===== config.mk =====
export PLATFORM = sky130hd
export DESIGN_NAME = track_sequencer
export DESIGN_NICKNAME = d
export VERILOG_FILES = /design/src/rtl/track_sequencer.sv
export SDC_FILE = /design/constraint.sdc
export NUM_CORES = 1
export LEC_CHECK = 0
export CAP_MARGIN = 20
export CORE_MARGIN = 2
export CORE_UTILIZATION = 53
export CTS_BUF_LIST = sky130_fd_sc_hd__clkbuf_4 sky130_fd_sc_hd__clkbuf_8 sky130_fd_sc_hd__clkbuf_16
export DETAILED_ROUTE_END_ITERATION = 16
export GPL_TIMING_DRIVEN = 0
export PLACE_DENSITY = 0.76
export SETUP_SLACK_MARGIN = 0.1
export SYNTH_ARGS = -nofsm -noshare
export SYNTH_HDL_FRONTEND = slang
export SYNTH_SLANG_ARGS = --single-unit

===== constraint.sdc =====
create_clock -name clk -period 3.3 [get_ports clk]
set_input_delay 0.495 -clock clk [delete_from_list [all_inputs] [get_ports clk]]
set_output_delay 0.495 -clock clk [all_outputs]
set_load 0.05 [all_outputs]

===== src/rtl/track_sequencer.sv =====
// track_sequencer: playback controller for the MP3 player.
// Owns the current track index, the elapsed play time and the per-track
// length table, and sequences track changes from the next/prev buttons and
// from automatic end-of-track advance. track_start restarts the decoder.
//
// Optional feature: define TRACK_SEQ_REPEAT_EN to add the repeat_mode input
// (0 = normal, 1 = repeat-one, 2 = stop after the last track, 3 = normal).
module track_sequencer #(
  parameter int NUM_TRACKS       = 4,
  parameter int TICK_DIV         = 100000000,
  parameter int DEFAULT_LEN_SEC  = 75,
  parameter int PREV_RESTART_SEC = 3
) (
  input  logic        clk,
  input  logic        rst,
  input  logic        play_pause,
  input  logic        stop,
  input  logic        next,
  input  logic        prev,
  input  logic        len_wr_en,
  input  logic [3:0]  len_wr_addr,
  input  logic [11:0] len_wr_sec,
`ifdef TRACK_SEQ_REPEAT_EN
  input  logic [1:0]  repeat_mode,
`endif
  output logic [3:0]  track_idx,
  output logic [7:0]  minute,
  output logic [7:0]  second,
  output logic        playing,
  output logic        track_start,
  output logic        track_end
);

  localparam logic [1:0] ST_STOPPED = 2'd0;
  localparam logic [1:0] ST_PLAYING = 2'd1;
  localparam logic [1:0] ST_PAUSED  = 2'd2;

  localparam int            PW          = (TICK_DIV > 1) ? $clog2(TICK_DIV) : 1;
  localparam logic [PW-1:0] PRESC_MAX   = PW'(TICK_DIV - 1);
  localparam logic [3:0]    LAST_IDX    = 4'(NUM_TRACKS - 1);
  localparam logic [11:0]   DEFAULT_LEN = 12'(DEFAULT_LEN_SEC);
  localparam logic [11:0]   RESTART_SEC = 12'(PREV_RESTART_SEC);

  logic [1:0]    state_q,   state_d;
  logic [PW-1:0] presc_q,   presc_d;
  logic [11:0]   elapsed_q, elapsed_d;
  logic [7:0]    sec_q,     sec_d;
  logic [7:0]    min_q,     min_d;
  logic [3:0]    idx_q,     idx_d;
  logic          playing_q, playing_d;
  logic          start_q,   start_d;
  logic          end_q,     end_d;
  logic [11:0]   len_q [NUM_TRACKS];

  logic          tick;
  logic          at_end;
  logic          clear_time;
  logic [11:0]   cur_len;
  logic [3:0]    idx_inc;
  logic [3:0]    idx_dec;

  // Look up the current track's length and the neighbouring track indices.
  always_comb begin
    // NOTE: every signal driven here gets a default first, so no path leaves
    // it unassigned and no latch is inferred.
    cur_len = DEFAULT_LEN;
    for (int i = 0; i < NUM_TRACKS; i++) begin
      if (idx_q == 4'(i)) cur_len = len_q[i];
    end
    idx_inc = (idx_q == LAST_IDX) ? 4'd0 : idx_q + 4'd1;
    idx_dec = (idx_q == 4'd0) ? LAST_IDX : idx_q - 4'd1;
    tick    = (state_q == ST_PLAYING) && (presc_q == PRESC_MAX);
    at_end  = tick && (({1'b0, elapsed_q} + 13'd1) >= {1'b0, cur_len});
  end

  // Next-state logic: one event per cycle in priority stop > next > prev >
  // play_pause > end/tick; lower-priority coincident events are dropped.
  always_comb begin
    state_d    = state_q;
    presc_d    = presc_q;
    elapsed_d  = elapsed_q;
    sec_d      = sec_q;
    min_d      = min_q;
    idx_d      = idx_q;
    start_d    = 1'b0;
    end_d      = 1'b0;
    clear_time = 1'b0;

    if (stop) begin
      state_d    = ST_STOPPED;
      clear_time = 1'b1;
    end else if (next) begin
      idx_d      = idx_inc;
      clear_time = 1'b1;
      start_d    = (state_q != ST_STOPPED);
    end else if (prev) begin
      // Late in a track prev restarts it; early on it steps back one track.
      if (elapsed_q < RESTART_SEC) idx_d = idx_dec;
      clear_time = 1'b1;
      start_d    = (state_q != ST_STOPPED);
    end else if (play_pause) begin
      case (state_q)
        ST_STOPPED: begin
          state_d    = ST_PLAYING;
          start_d    = 1'b1;
          clear_time = 1'b1;
        end
        ST_PLAYING: state_d = ST_PAUSED;
        ST_PAUSED:  state_d = ST_PLAYING;
        default:    state_d = ST_STOPPED;
      endcase
    end else if (at_end) begin
      end_d      = 1'b1;
      start_d    = 1'b1;
      clear_time = 1'b1;
      idx_d      = idx_inc;
`ifdef TRACK_SEQ_REPEAT_EN
      case (repeat_mode)
        2'd1: idx_d = idx_q;
        2'd2: begin
          if (idx_q == LAST_IDX) begin
            state_d = ST_STOPPED;
            idx_d   = 4'd0;
            start_d = 1'b0;
          end
        end
        default: idx_d = idx_inc;
      endcase
`endif
    end else if (tick) begin
      presc_d   = '0;
      elapsed_d = elapsed_q + 12'd1;
      if (sec_q == 8'd59) begin
        sec_d = 8'd0;
        min_d = (min_q == 8'd255) ? min_q : min_q + 8'd1;
      end else begin
        sec_d = sec_q + 8'd1;
      end
    end else if (state_q == ST_PLAYING) begin
      presc_d = presc_q + PW'(1);
    end

    if (clear_time) begin
      presc_d   = '0;
      elapsed_d = '0;
      sec_d     = '0;
      min_d     = '0;
    end

    playing_d = (state_d == ST_PLAYING);
  end

  // Control and time registers with synchronous reset.
  always_ff @(posedge clk) begin
    // NOTE: sequential state uses non-blocking assignments so every register
    // samples the pre-edge values regardless of statement order.
    if (rst) begin
      state_q   <= ST_STOPPED;
      presc_q   <= '0;
      elapsed_q <= '0;
      sec_q     <= '0;
      min_q     <= '0;
      idx_q     <= '0;
      playing_q <= 1'b0;
      start_q   <= 1'b0;
      end_q     <= 1'b0;
    end else begin
      state_q   <= state_d;
      presc_q   <= presc_d;
      elapsed_q <= elapsed_d;
      sec_q     <= sec_d;
      min_q     <= min_d;
      idx_q     <= idx_d;
      playing_q <= playing_d;
      start_q   <= start_d;
      end_q     <= end_d;
    end
  end

  // Track length table: reloaded with the default on reset, written by len_wr_*.
  always_ff @(posedge clk) begin
    // NOTE: this table is reset deliberately because every entry has a defined
    // power-on length; it is small, so it stays in flops rather than RAM.
    if (rst) begin
      for (int i = 0; i < NUM_TRACKS; i++) len_q[i] <= DEFAULT_LEN;
    end else if (len_wr_en) begin
      for (int i = 0; i < NUM_TRACKS; i++) begin
        if (len_wr_addr == 4'(i)) len_q[i] <= (len_wr_sec == 12'd0) ? 12'd1 : len_wr_sec;
      end
    end
  end

  assign track_idx   = idx_q;
  assign minute      = min_q;
  assign second      = sec_q;
  assign playing     = playing_q;
  assign track_start = start_q;
  assign track_end   = end_q;

endmodule

==> impl_metrics.env, run 1 <==
export IMPL_cp_arrival_ns=3.60
export IMPL_antenna_found_initial=0
export IMPL_finish_instance_area_sq_mm=0.008104
export IMPL_rsz0062_at_grt="yes"
export IMPL_placement_setup_worst_slack_ns=-0.7681
export IMPL_drc=0
export IMPL_seq_area_frac_synth_pct=44.78
export IMPL_worst_hold_path_endpoint="track_end"
export IMPL_count_of_port_buffers_added_during_placement=42
export IMPL_grt_max_degree=18
export IMPL_syn_mean_instance_area_sq_um=9.397
export IMPL_fp_row_count=39
export IMPL_dp_cells=832
export IMPL_synth_area_leader_cell="sky130_fd_sc_hd__edfxtp_1"
export IMPL_number_of_synthesized_flops_with_an_enable_pin=48
export IMPL_cts_htree_levels=3
export IMPL_detailed_place_area_sq_mm=0.006729
export IMPL_floorplan_initialDensity_pct=53.70
export IMPL_hp_start="play_pause"
export IMPL_leading_cell_types_by_total_area_after_synthesis="sky130_fd_sc_hd__edfxtp_1, sky130_fd_sc_hd__dfxtp_1, sky130_fd_sc_hd__nor2_1, sky130_fd_sc_hd__ha_1, sky130_fd_sc_hd__and2_1"
export IMPL_place_congestion=0.8504
export IMPL_chipHeight_um=111.1
export IMPL_min_delay_path_depth=2
export IMPL_synth_cell_type_count=62
export IMPL_holdBufCountCts=0
export IMPL_post_route_worst_setup_slack_ns=-0.05767
export IMPL_start_kind="flip-flop"
export IMPL_wire_length_of_the_first_global_routing_pass_um=25670
export IMPL_detailroute_via_count=5462
export IMPL_timing_fmax_mhz=297.8
export IMPL_cts_sinks=112
export IMPL_fp_coreArea_sq_mm=0.01132
export IMPL_layout_overhead_on_the_synthesized_area_pct=33.30
export IMPL_timing_hold_worst_class="in -> reg"
export IMPL_violated_checks="setup timing"
export IMPL_drt_antenna_violating_nets=0
export IMPL_clock_latency_ns=0.37
export IMPL_cp_max_fo=5
export IMPL_power_per_cell_area_mw_per_mm2=411.9
export IMPL_vias_in_the_first_global_route=5430
export IMPL_timing_final_max_slew_violations=0
export IMPL_worstReg2RegStart="elapsed_q[2]"
export IMPL_tritoncts_num_buffers=9
export IMPL_reg2reg_depth=16
export IMPL_hold_violations=0
export IMPL_crit_path_start="elapsed_q[2]"
export IMPL_finalPower_mw=3.338
export IMPL_slew_limit_headroom_pct=31.64
export IMPL_design_portCount=46
export IMPL_dp_hpwl_um=10120
export IMPL_synthesis_nets=691
export IMPL_cts_tree="done"
export IMPL_synthesis_area_sq_mm=0.006080
export IMPL_finalCritPeriodShare_pct=101.7
export IMPL_critical_path_reg2reg_endpoint="track_idx[0]"
export IMPL_asyncSetResetFlopFracSynth_pct=0
export IMPL_vdd_ir_drop_worst_mv=0.5211
export IMPL_worst_ep_required_time_ns=3.54
export IMPL_finClkSkew_ns=0.007680
export IMPL_gr_total_overflow=0
export IMPL_setup_worst_path_class="reg -> reg"
export IMPL_dieArea_sq_mm=0.01234
export IMPL_drt_first_pass_iters=4
export IMPL_die_w_um=111.1
export IMPL_path_clk_slew_ns=0.07
export IMPL_count_of_non_filler_cells_in_the_finished_layout=886
export IMPL_viasPerCell=6.165
export IMPL_synth_most_common_cell="sky130_fd_sc_hd__nor2_1"
export IMPL_reg2reg_setup_slack_ns=-0.06
export IMPL_cap_viol_max_count=0
export IMPL_status="finished with violations"
export IMPL_bufs_on_longest_clock_path=2
export IMPL_final_period_minus_worst_setup_slack_ns=3.358
export IMPL_leakage_nw=2.730
export IMPL_final_nets=782
export IMPL_post_drt_wl_per_cell_um=18.78
export IMPL_setup_worst_path_end_class="flip-flop"
export IMPL_synth_top_cell_area_share_pct=23.71
export IMPL_root_buffer="sky130_fd_sc_hd__clkbuf_16"
export IMPL_drt_iter0_markers=321
export IMPL_report_final_setup_viol=8
export IMPL_grt_util_all_layers_pct=25.56
export IMPL_postRouteWirelength_um=16640
export IMPL_post_synth_inst_count=647
export IMPL_final_layout_size_suffix_gt1_share_pct=24.50
export IMPL_postSynth_topFlopCell="sky130_fd_sc_hd__dfxtp_1"
export IMPL_synth_warn=0
export IMPL_synthTopCellsByCount="sky130_fd_sc_hd__nor2_1, sky130_fd_sc_hd__dfxtp_1, sky130_fd_sc_hd__edfxtp_1"
export IMPL_worst_slew_pin_slew_ns=1.021
export IMPL_n_antenna_cell=0
export IMPL_yosys_register_bits=112
[cell families after synthesis]
group	share of synthesized area, %
AND/OR/NAND/NOR	29.49
flip-flops	44.78
XOR/XNOR	6.483
adder cells (fa/ha/maj)	4.322
multiplexers	0.6586
buffers and inverters	2.387
AO/OA/AOI/OAI	11.87
[area by class of cell]
class                           instances  area [sq um]
Tap cell                              143         178.9
Clock inverter                          5         80.08
Buffer                                 24         209.0
Inverter                               11         51.30
Timing Repair Buffer                   81         819.5
Clock buffer                           11         240.2
Sequential cell                       112          2746
Multi-Input combinational cell        499          3779
Fill cell                             812          3217
[through the flow]
step	hold slack (ns)	utilization, %	TNS [ns]
2_1_floorplan	0.4603	-	0
3_3_place_gp	0.4715	59.44	-21.94
3_5_place_dp	0.4940	59.44	-25.96
4_1_cts	0.4626	68.79	-0.04144
5_1_grt	0.4829	71.58	-4.019
6_report	0.4690	71.58	-0.2864
[sequential cells by signal (all words and copies together), names as in the netlist]
signal,cells
second,8
playing,1
len_q,48
presc_q,27
state_q,2
track_idx,4
track_start,1
track_end,1
elapsed_q,12
minute,8
[where the power goes]
group | internal (mW) | switching [mW] | leakage [nW]
clock | 0.683 | 0.521 | 0.155
combinational | 0.280 | 0.338 | 1.59
sequential | 1.48 | 0.0316 | 0.988
[critical path: stages, from the launching register on]
cell and delay [ns]:
sky130_fd_sc_hd__dfxtp_2 0.33, sky130_fd_sc_hd__buf_6 0.10, sky130_fd_sc_hd__nand4_1 0.14, sky130_fd_sc_hd__nor3_2 0.21, sky130_fd_sc_hd__and3_4 0.25, sky130_fd_sc_hd__nand3_4 0.10, sky130_fd_sc_hd__xnor2_2 0.17, sky130_fd_sc_hd__ha_1 0.34
sky130_fd_sc_hd__nand3_2 0.13, sky130_fd_sc_hd__o211ai_1 0.34, sky130_fd_sc_hd__a211oi_4 0.07, sky130_fd_sc_hd__buf_6 0.15, sky130_fd_sc_hd__buf_4 0.13, sky130_fd_sc_hd__a2111o_1 0.40, sky130_fd_sc_hd__buf_6 0.15, sky130_fd_sc_hd__a21oi_1 0.15
sky130_fd_sc_hd__o32ai_1 0.09
[layout by cell type, fill, tap and decap left out, drive strengths merged, types with 10 or more instances in the layout]
cell type      count
edfxtp            48
ha                21
nand2             41
xnor2             18
clkbuf            21
nand3             39
and2              43
nor3              23
buf               53
nand4             13
or3               16
clkdlybuf4s50     42
inv               12
nor4              10
nand2b            12
xor2              27
and3              11
o21ai             19
nor2              71
a21oi             39
dfxtp             64
[layer usage]
layer | wire [um] | up-vias | GRT usage, %
met2 | 8806 | 175 | 46.99
met4 | 401 | 0 | 9.465
met3 | 884 | 38 | 5.139
li1 | - | 2565 | -
met5 | 0 | - | 0
met1 | 6543 | 2684 | 29.30
[worst max path at each step]
stage / to / cells after the start / slack (ns)
floorplan: second[4] / 14 / 0.11
global placement: presc_q[2] / 15 / -0.62
detailed placement: elapsed_q[4] / 15 / -0.77
CTS: minute[5] / 16 / -0.02
global route: minute[7] / 17 / -0.24
finish: track_idx[0] / 16 / -0.06
[timing repair]
item / CTS / global route
setup buffers: 30 / 6
cloned: 3 / 0
pin swaps: 42 / 29
endpoints found under the setup margin: 44 / 44
resized for setup: 101 / 73
No activity file was read; power rests on OpenSTA's default activity.
==> run 2: changes to the inputs <==
CELL_PAD_IN_SITES_DETAIL_PLACEMENT = 1   (was not set)
CELL_PAD_IN_SITES_GLOBAL_PLACEMENT = 1   (was not set)
CORE_UTILIZATION = 41   (was 53)
==> impl_metrics.env, run 2 (synthesized netlist as in run 1, its figures left out) <==
export IMPL_finClkSkew_ns=0.01891
export IMPL_final_layout_size_suffix_gt1_share_pct=25.87
export IMPL_cts_htree_levels=3
export IMPL_hold_violations=0
export IMPL_count_of_port_buffers_added_during_placement=42
export IMPL_tritoncts_num_buffers=9
export IMPL_bufs_on_longest_clock_path=2
export IMPL_pwr_share_clk_pct=34.0
export IMPL_postRouteWirelength_um=19600
export IMPL_n_antenna_cell=0
export IMPL_violated_checks="setup timing"
export IMPL_die_w_um=125.8
export IMPL_top_regs="len_q (48), presc_q (27), elapsed_q (12)"
export IMPL_layout_overhead_on_the_synthesized_area_pct=36.69
export IMPL_chipHeight_um=125.8
export IMPL_viasPerCell=5.890
export IMPL_cts_tree="done"
export IMPL_floorplan_initialDensity_pct=41.83
export IMPL_timing_fmax_mhz=294.9
export IMPL_finalCritPeriodShare_pct=102.8
export IMPL_status="finished with violations"
export IMPL_root_buffer="sky130_fd_sc_hd__clkbuf_16"
export IMPL_final_nets=785
export IMPL_path_cells="inv_6, ha_4, buf_6, nor2_4, buf_6, a221oi_2, nor3_2, a21oi_2, ha_4, nand3_4, nor3_2, a211oi_4, buf_12, a2111o_1, and2_4, a211oi_2"
export IMPL_cp_arrival_ns=3.68
export IMPL_start_kind="flip-flop"
export IMPL_cts_sinks=112
export IMPL_registers_top_by_ff_count="len_q"
export IMPL_vias_in_the_first_global_route=5745
export IMPL_dieArea_sq_mm=0.01582
export IMPL_finish_instance_area_sq_mm=0.008310
export IMPL_post_route_worst_setup_slack_ns=-0.09123
export IMPL_setup_worst_path_end_class="flip-flop"
export IMPL_rsz0062_at_grt="yes"
export IMPL_final_period_minus_worst_setup_slack_ns=3.391
export IMPL_worst_ep_required_time_ns=3.59
export IMPL_fp_coreArea_sq_mm=0.01453
export IMPL_drt_iter0_markers=238
export IMPL_sequential_power_share_pct=45.0
export IMPL_count_of_non_filler_cells_in_the_finished_layout=930
export IMPL_dp_hpwl_um=12140
export IMPL_combPwrFrac_pct=21.0
export IMPL_vdd_ir_drop_worst_mv=0.3176
export IMPL_grt_util_all_layers_pct=23.25
export IMPL_holdBufCountCts=0
export IMPL_detailed_place_area_sq_mm=0.006780
export IMPL_design_portCount=46
export IMPL_finalPower_mw=3.386
export IMPL_setup_worst_path_class="reg -> reg"
export IMPL_path_clk_slew_ns=0.08
export IMPL_cap_viol_max_count=0
export IMPL_gr_total_overflow=0
export IMPL_power_per_cell_area_mw_per_mm2=407.5
export IMPL_post_drt_wl_per_cell_um=21.08
export IMPL_worst_path_max_delay_cell="sky130_fd_sc_hd__a2111o_1"
export IMPL_drt_antenna_violating_nets=0
export IMPL_leakage_nw=2.766
export IMPL_fp_row_count=44
export IMPL_cp_max_fo=6
export IMPL_clock_latency_ns=0.38
export IMPL_wire_length_of_the_first_global_routing_pass_um=29620
export IMPL_power_internal_mw=2.353
export IMPL_report_final_setup_viol=17
export IMPL_timing_final_max_slew_violations=0
export IMPL_timing_hold_worst_class="in -> reg"
export IMPL_place_congestion=0.8764
export IMPL_drc=0
export IMPL_slew_limit_headroom_pct=36.61
export IMPL_grt_max_degree=23
export IMPL_mostFrequentLayoutCell="sky130_fd_sc_hd__nor2_1"
export IMPL_sw_frac_of_total_pct=30.53
export IMPL_drt_first_pass_iters=4
export IMPL_dp_cells=873
export IMPL_final_core_utilization_pct=57.18
export IMPL_max_stage_delay_ns=0.55
export IMPL_netSwitchingPower_mw=1.034
export IMPL_largest_reg_flops=48
export IMPL_worst_slew_pin_slew_ns=0.9421
export IMPL_antenna_found_initial=0
export IMPL_mostFrequentLayoutCells="sky130_fd_sc_hd__nor2_1, sky130_fd_sc_hd__dfxtp_1, sky130_fd_sc_hd__edfxtp_1, sky130_fd_sc_hd__clkdlybuf4s50_1, sky130_fd_sc_hd__and2_1"
export IMPL_fillCellCount=1583
export IMPL_detailroute_via_count=5478
==> run 2: cell count changes in the layout (fill, tap and decap cells not counted), moves of 3 or more <==
| cell | previous run | this run |
|---|---|---|
| sky130_fd_sc_hd__or3_1 | 15 | 12 |
| sky130_fd_sc_hd__or3_4 | 1 | 4 |
| sky130_fd_sc_hd__buf_4 | 26 | 22 |
| sky130_fd_sc_hd__nand3_1 | 32 | 35 |
| sky130_fd_sc_hd__a21oi_2 | 11 | 17 |
| sky130_fd_sc_hd__ha_1 | 14 | 11 |
| sky130_fd_sc_hd__a21oi_1 | 26 | 21 |
| sky130_fd_sc_hd__ha_4 | 5 | 9 |
==> run 2: layer usage <==
metal | wire (um) | global-route usage, % | share of wire (%)
met2 | 10270 | 42.45 | 52
met5 | 0 | 0 | 0
met1 | 8186 | 27.82 | 42
met3 | 564 | 3.738 | 2.9
met4 | 580 | 7.822 | 3.0
==> run 2: cell type report <==
class                   instances  area (sq um)  area share (%)
multi-input cells             500          3897           46.90
flip-flops and latches        112          2739           32.96
repair buffers                 82         854.6           10.28
plain buffers                  25         242.7           2.921
well taps                     184         230.2           2.770
clock buffers                   9         225.2           2.710
clock inverters                 7         70.07          0.8431
inverters                      11         51.30          0.6173
==> run 2: power groups by stage <==
| stage | clock network, mW | logic, mW | registers (mW) |
|---|---|---|---|
| finish | 1.15 | 0.710 | 1.52 |
| detailed placement | 0 | 0.394 | 1.54 |
| CTS | 1.16 | 0.537 | 1.52 |
| global placement | 0 | 0.376 | 1.54 |
| global route | 1.22 | 0.758 | 1.53 |
| floorplan | 0 | 0.239 | 1.56 |
==> run 2: worst max-delay path: cells and delay by family (launching register included) <==
kind                       cells  cell delay (ns)
buffers and inverters          4             0.46
adders and majority gates      2             0.45
and+or+nand+nor                5             1.08
DFF                            1             0.39
AOI/OAI and AO/OA              5             0.93
==> run 2: through the flow <==
step	worst slack (ns)	hold WS [ns]	setup TNS, ns
2_1_floorplan	0.1085	0.4603	0
3_3_place_gp	-0.7531	0.4718	-27.45
4_1_cts	-0.02969	0.4378	-0.03738
6_report	-0.09123	0.4525	-0.6416
5_1_grt	-0.1992	0.4729	-4.622
3_5_place_dp	-0.7914	0.4918	-30.17
==> run 2: worst paths after layout <==
| check | start | cells past startpoint | end | slack [ns] |
|---|---|---|---|---|
| worst min-delay path | play_pause | 2 | track_end | 0.45 |
| worst max-delay path | track_idx[1] | 16 | track_idx[1] | -0.09 |
| worst min register to register | presc_q[23] | 2 | presc_q[23] | 0.52 |
| worst max register to register | track_idx[1] | 16 | track_idx[1] | -0.09 |
==> run 2: repair_timing <==
| item | in CTS | in global routing |
|---|---|---|
| cloned | 4 | 1 |
| buffers inserted | 29 | 7 |
| endpoints found under the hold margin | 0 | 0 |
| setup endpoints to repair | 44 | 55 |
| pin swaps | 36 | 26 |
| gates resized for setup | 100 | 83 |
==> run 3: changes to the inputs <==
SETUP_SLACK_MARGIN = 0.05   (was 0.1)
==> impl_metrics.env, run 3 (synthesized netlist as in run 1, its figures left out) <==
export IMPL_fp_row_count=44
export IMPL_bufs_on_longest_clock_path=2
export IMPL_largest_reg_flops=48
export IMPL_combPwrFrac_pct=20.2
export IMPL_worst_ep_required_time_ns=3.58
export IMPL_drt_first_pass_iters=4
export IMPL_chipHeight_um=125.8
export IMPL_cp_max_fo=8
export IMPL_vias_in_the_first_global_route=5642
export IMPL_final_core_utilization_pct=54.85
export IMPL_finish_instance_area_sq_mm=0.007971
export IMPL_netSwitchingPower_mw=0.9846
export IMPL_tritoncts_num_buffers=9
export IMPL_cap_viol_max_count=0
export IMPL_cts_tree="done"
export IMPL_final_period_minus_worst_setup_slack_ns=3.323
export IMPL_mostFrequentLayoutCell="sky130_fd_sc_hd__nor2_1"
export IMPL_start_kind="flip-flop"
export IMPL_leakage_nw=2.655
export IMPL_dp_hpwl_um=11910
export IMPL_drt_iter0_markers=304
export IMPL_rsz0062_at_grt="yes"
export IMPL_max_stage_delay_ns=0.48
export IMPL_timing_fmax_mhz=300.9
export IMPL_grt_max_degree=22
export IMPL_top_regs="len_q (48), presc_q (27), elapsed_q (12)"
export IMPL_power_per_cell_area_mw_per_mm2=414.0
export IMPL_holdBufCountCts=0
export IMPL_post_route_worst_setup_slack_ns=-0.02316
export IMPL_violated_checks="setup timing"
export IMPL_worst_slew_pin_slew_ns=0.9891
export IMPL_path_cells="inv_6, ha_4, buf_4, nor2_4, buf_12, a221oi_4, nor3_2, a21oi_1, ha_1, nand4_1, a211oi_4, a211oi_4, buf_6, a2111o_1, and2_4, a211oi_2"
export IMPL_dieArea_sq_mm=0.01582
export IMPL_finClkSkew_ns=0.01220
export IMPL_report_final_setup_viol=1
export IMPL_wire_length_of_the_first_global_routing_pass_um=29080
export IMPL_viasPerCell=5.851
export IMPL_n_antenna_cell=0
export IMPL_design_portCount=46
export IMPL_antenna_found_initial=0
export IMPL_root_buffer="sky130_fd_sc_hd__clkbuf_16"
export IMPL_count_of_port_buffers_added_during_placement=42
export IMPL_timing_final_max_slew_violations=0
export IMPL_place_congestion=0.8910
export IMPL_detailed_place_area_sq_mm=0.006780
export IMPL_finalCritPeriodShare_pct=100.7
export IMPL_vdd_ir_drop_worst_mv=0.2664
export IMPL_finalPower_mw=3.300
export IMPL_timing_hold_worst_class="in -> reg"
export IMPL_fp_coreArea_sq_mm=0.01453
export IMPL_cts_htree_levels=3
export IMPL_gr_total_overflow=0
export IMPL_sw_frac_of_total_pct=29.83
export IMPL_setup_worst_path_class="reg -> reg"
export IMPL_final_nets=772
export IMPL_drc=0
export IMPL_floorplan_initialDensity_pct=41.83
export IMPL_power_internal_mw=2.316
export IMPL_detailroute_via_count=5365
export IMPL_registers_top_by_ff_count="len_q"
export IMPL_drt_antenna_violating_nets=0
export IMPL_worst_path_max_delay_cell="sky130_fd_sc_hd__a2111o_1"
export IMPL_die_w_um=125.8
export IMPL_slew_limit_headroom_pct=33.45
export IMPL_cts_sinks=112
export IMPL_path_clk_slew_ns=0.08
export IMPL_path_common_cell="sky130_fd_sc_hd__a211oi_4"
export IMPL_sequential_power_share_pct=45.9
export IMPL_status="finished with violations"
export IMPL_setup_worst_path_end_class="flip-flop"
export IMPL_final_layout_size_suffix_gt1_share_pct=22.78
export IMPL_post_drt_wl_per_cell_um=20.20
export IMPL_setup_tns_ns=-0.02316
export IMPL_postRouteWirelength_um=18520
export IMPL_hold_violations=0
export IMPL_clock_latency_ns=0.37
export IMPL_cp_arrival_ns=3.61
export IMPL_grt_util_all_layers_pct=22.71
export IMPL_mostFrequentLayoutCells="sky130_fd_sc_hd__nor2_1, sky130_fd_sc_hd__dfxtp_1, sky130_fd_sc_hd__edfxtp_1, sky130_fd_sc_hd__clkdlybuf4s50_1, sky130_fd_sc_hd__and2_1"
export IMPL_pwr_share_clk_pct=33.8
export IMPL_layout_overhead_on_the_synthesized_area_pct=31.12
## run 3: cell types whose count changed in the layout (fill, tap and decap cells not counted), moves of 3 or more
cell,previous run,this run
sky130_fd_sc_hd__a21oi_2,17,13
sky130_fd_sc_hd__or3_1,12,15
sky130_fd_sc_hd__clkinv_4,0,3
sky130_fd_sc_hd__buf_6,16,11
sky130_fd_sc_hd__a21oi_1,21,25
sky130_fd_sc_hd__ha_1,11,14
sky130_fd_sc_hd__ha_4,9,6
sky130_fd_sc_hd__or3_4,4,1
sky130_fd_sc_hd__dfxtp_1,57,54
## run 3: critical path: cells and delay by family, from the launching register on
kind | cells | cell delay, ns
compound gates | 6 | 1.14
simple gates | 4 | 0.68
fa+ha+maj | 2 | 0.53
buf+inv | 4 | 0.50
flops | 1 | 0.38
## run 3: area by class of cell
type,count,area [sq um]
multi-input combinational,499,3751
clock inverter,7,66.31
fill,1586,6563
inverter,11,51.30
clock buffer,9,225.2
tap,184,230.2
timing repair buffer,74,718.2
buffer,21,181.4
sequential,112,2748
## run 3: stage by stage
| stage | hold slack [ns] | setup WS, ns | std cells |
|---|---|---|---|
| after detailed placement | 0.4901 | -0.8583 | 873 |
| after CTS | 0.4366 | -0.01547 | 911 |
| after global placement | 0.4708 | -0.7908 | 873 |
| after global routing | 0.4758 | -0.1664 | 917 |
| after floorplan | 0.4603 | 0.05511 | 647 |
| final | 0.4619 | -0.02316 | 917 |
## run 3: final timing paths
kind / start / to / slack, ns / cells after the start
min reg2reg: minute[7] / minute[7] / 0.51 / 2
max: track_idx[1] / track_idx[1] / -0.02 / 16
max reg2reg: track_idx[1] / track_idx[1] / -0.02 / 16
min: play_pause / track_end / 0.46 / 2
## run 3: repair_timing
item | CTS | global route
cloned | 3 | 0
buffers inserted | 23 | 7
endpoints found under the hold margin | 0 | 0
endpoints found under the setup margin | 44 | 61
resized for setup | 85 | 63
pin swaps | 38 | 29
## run 3: power groups by stage
stage	registers (mW)	clock network (mW)	logic, mW
final	1.52	1.12	0.668
after global routing	1.52	1.19	0.717
after CTS	1.51	1.14	0.555
after detailed placement	1.54	0	0.397
after global placement	1.54	0	0.376
after floorplan	1.56	0	0.239
## run 3: metal layers
layer  vias to the layer above  GRT usage, %  share of wire [%]
li1                       2546             -                  -
met1                      2682         27.61                 42
met2                       104         40.51                 53
met3                        33         3.611                3.2
met4                         0         8.597                2.1
met5                         -             0                  0
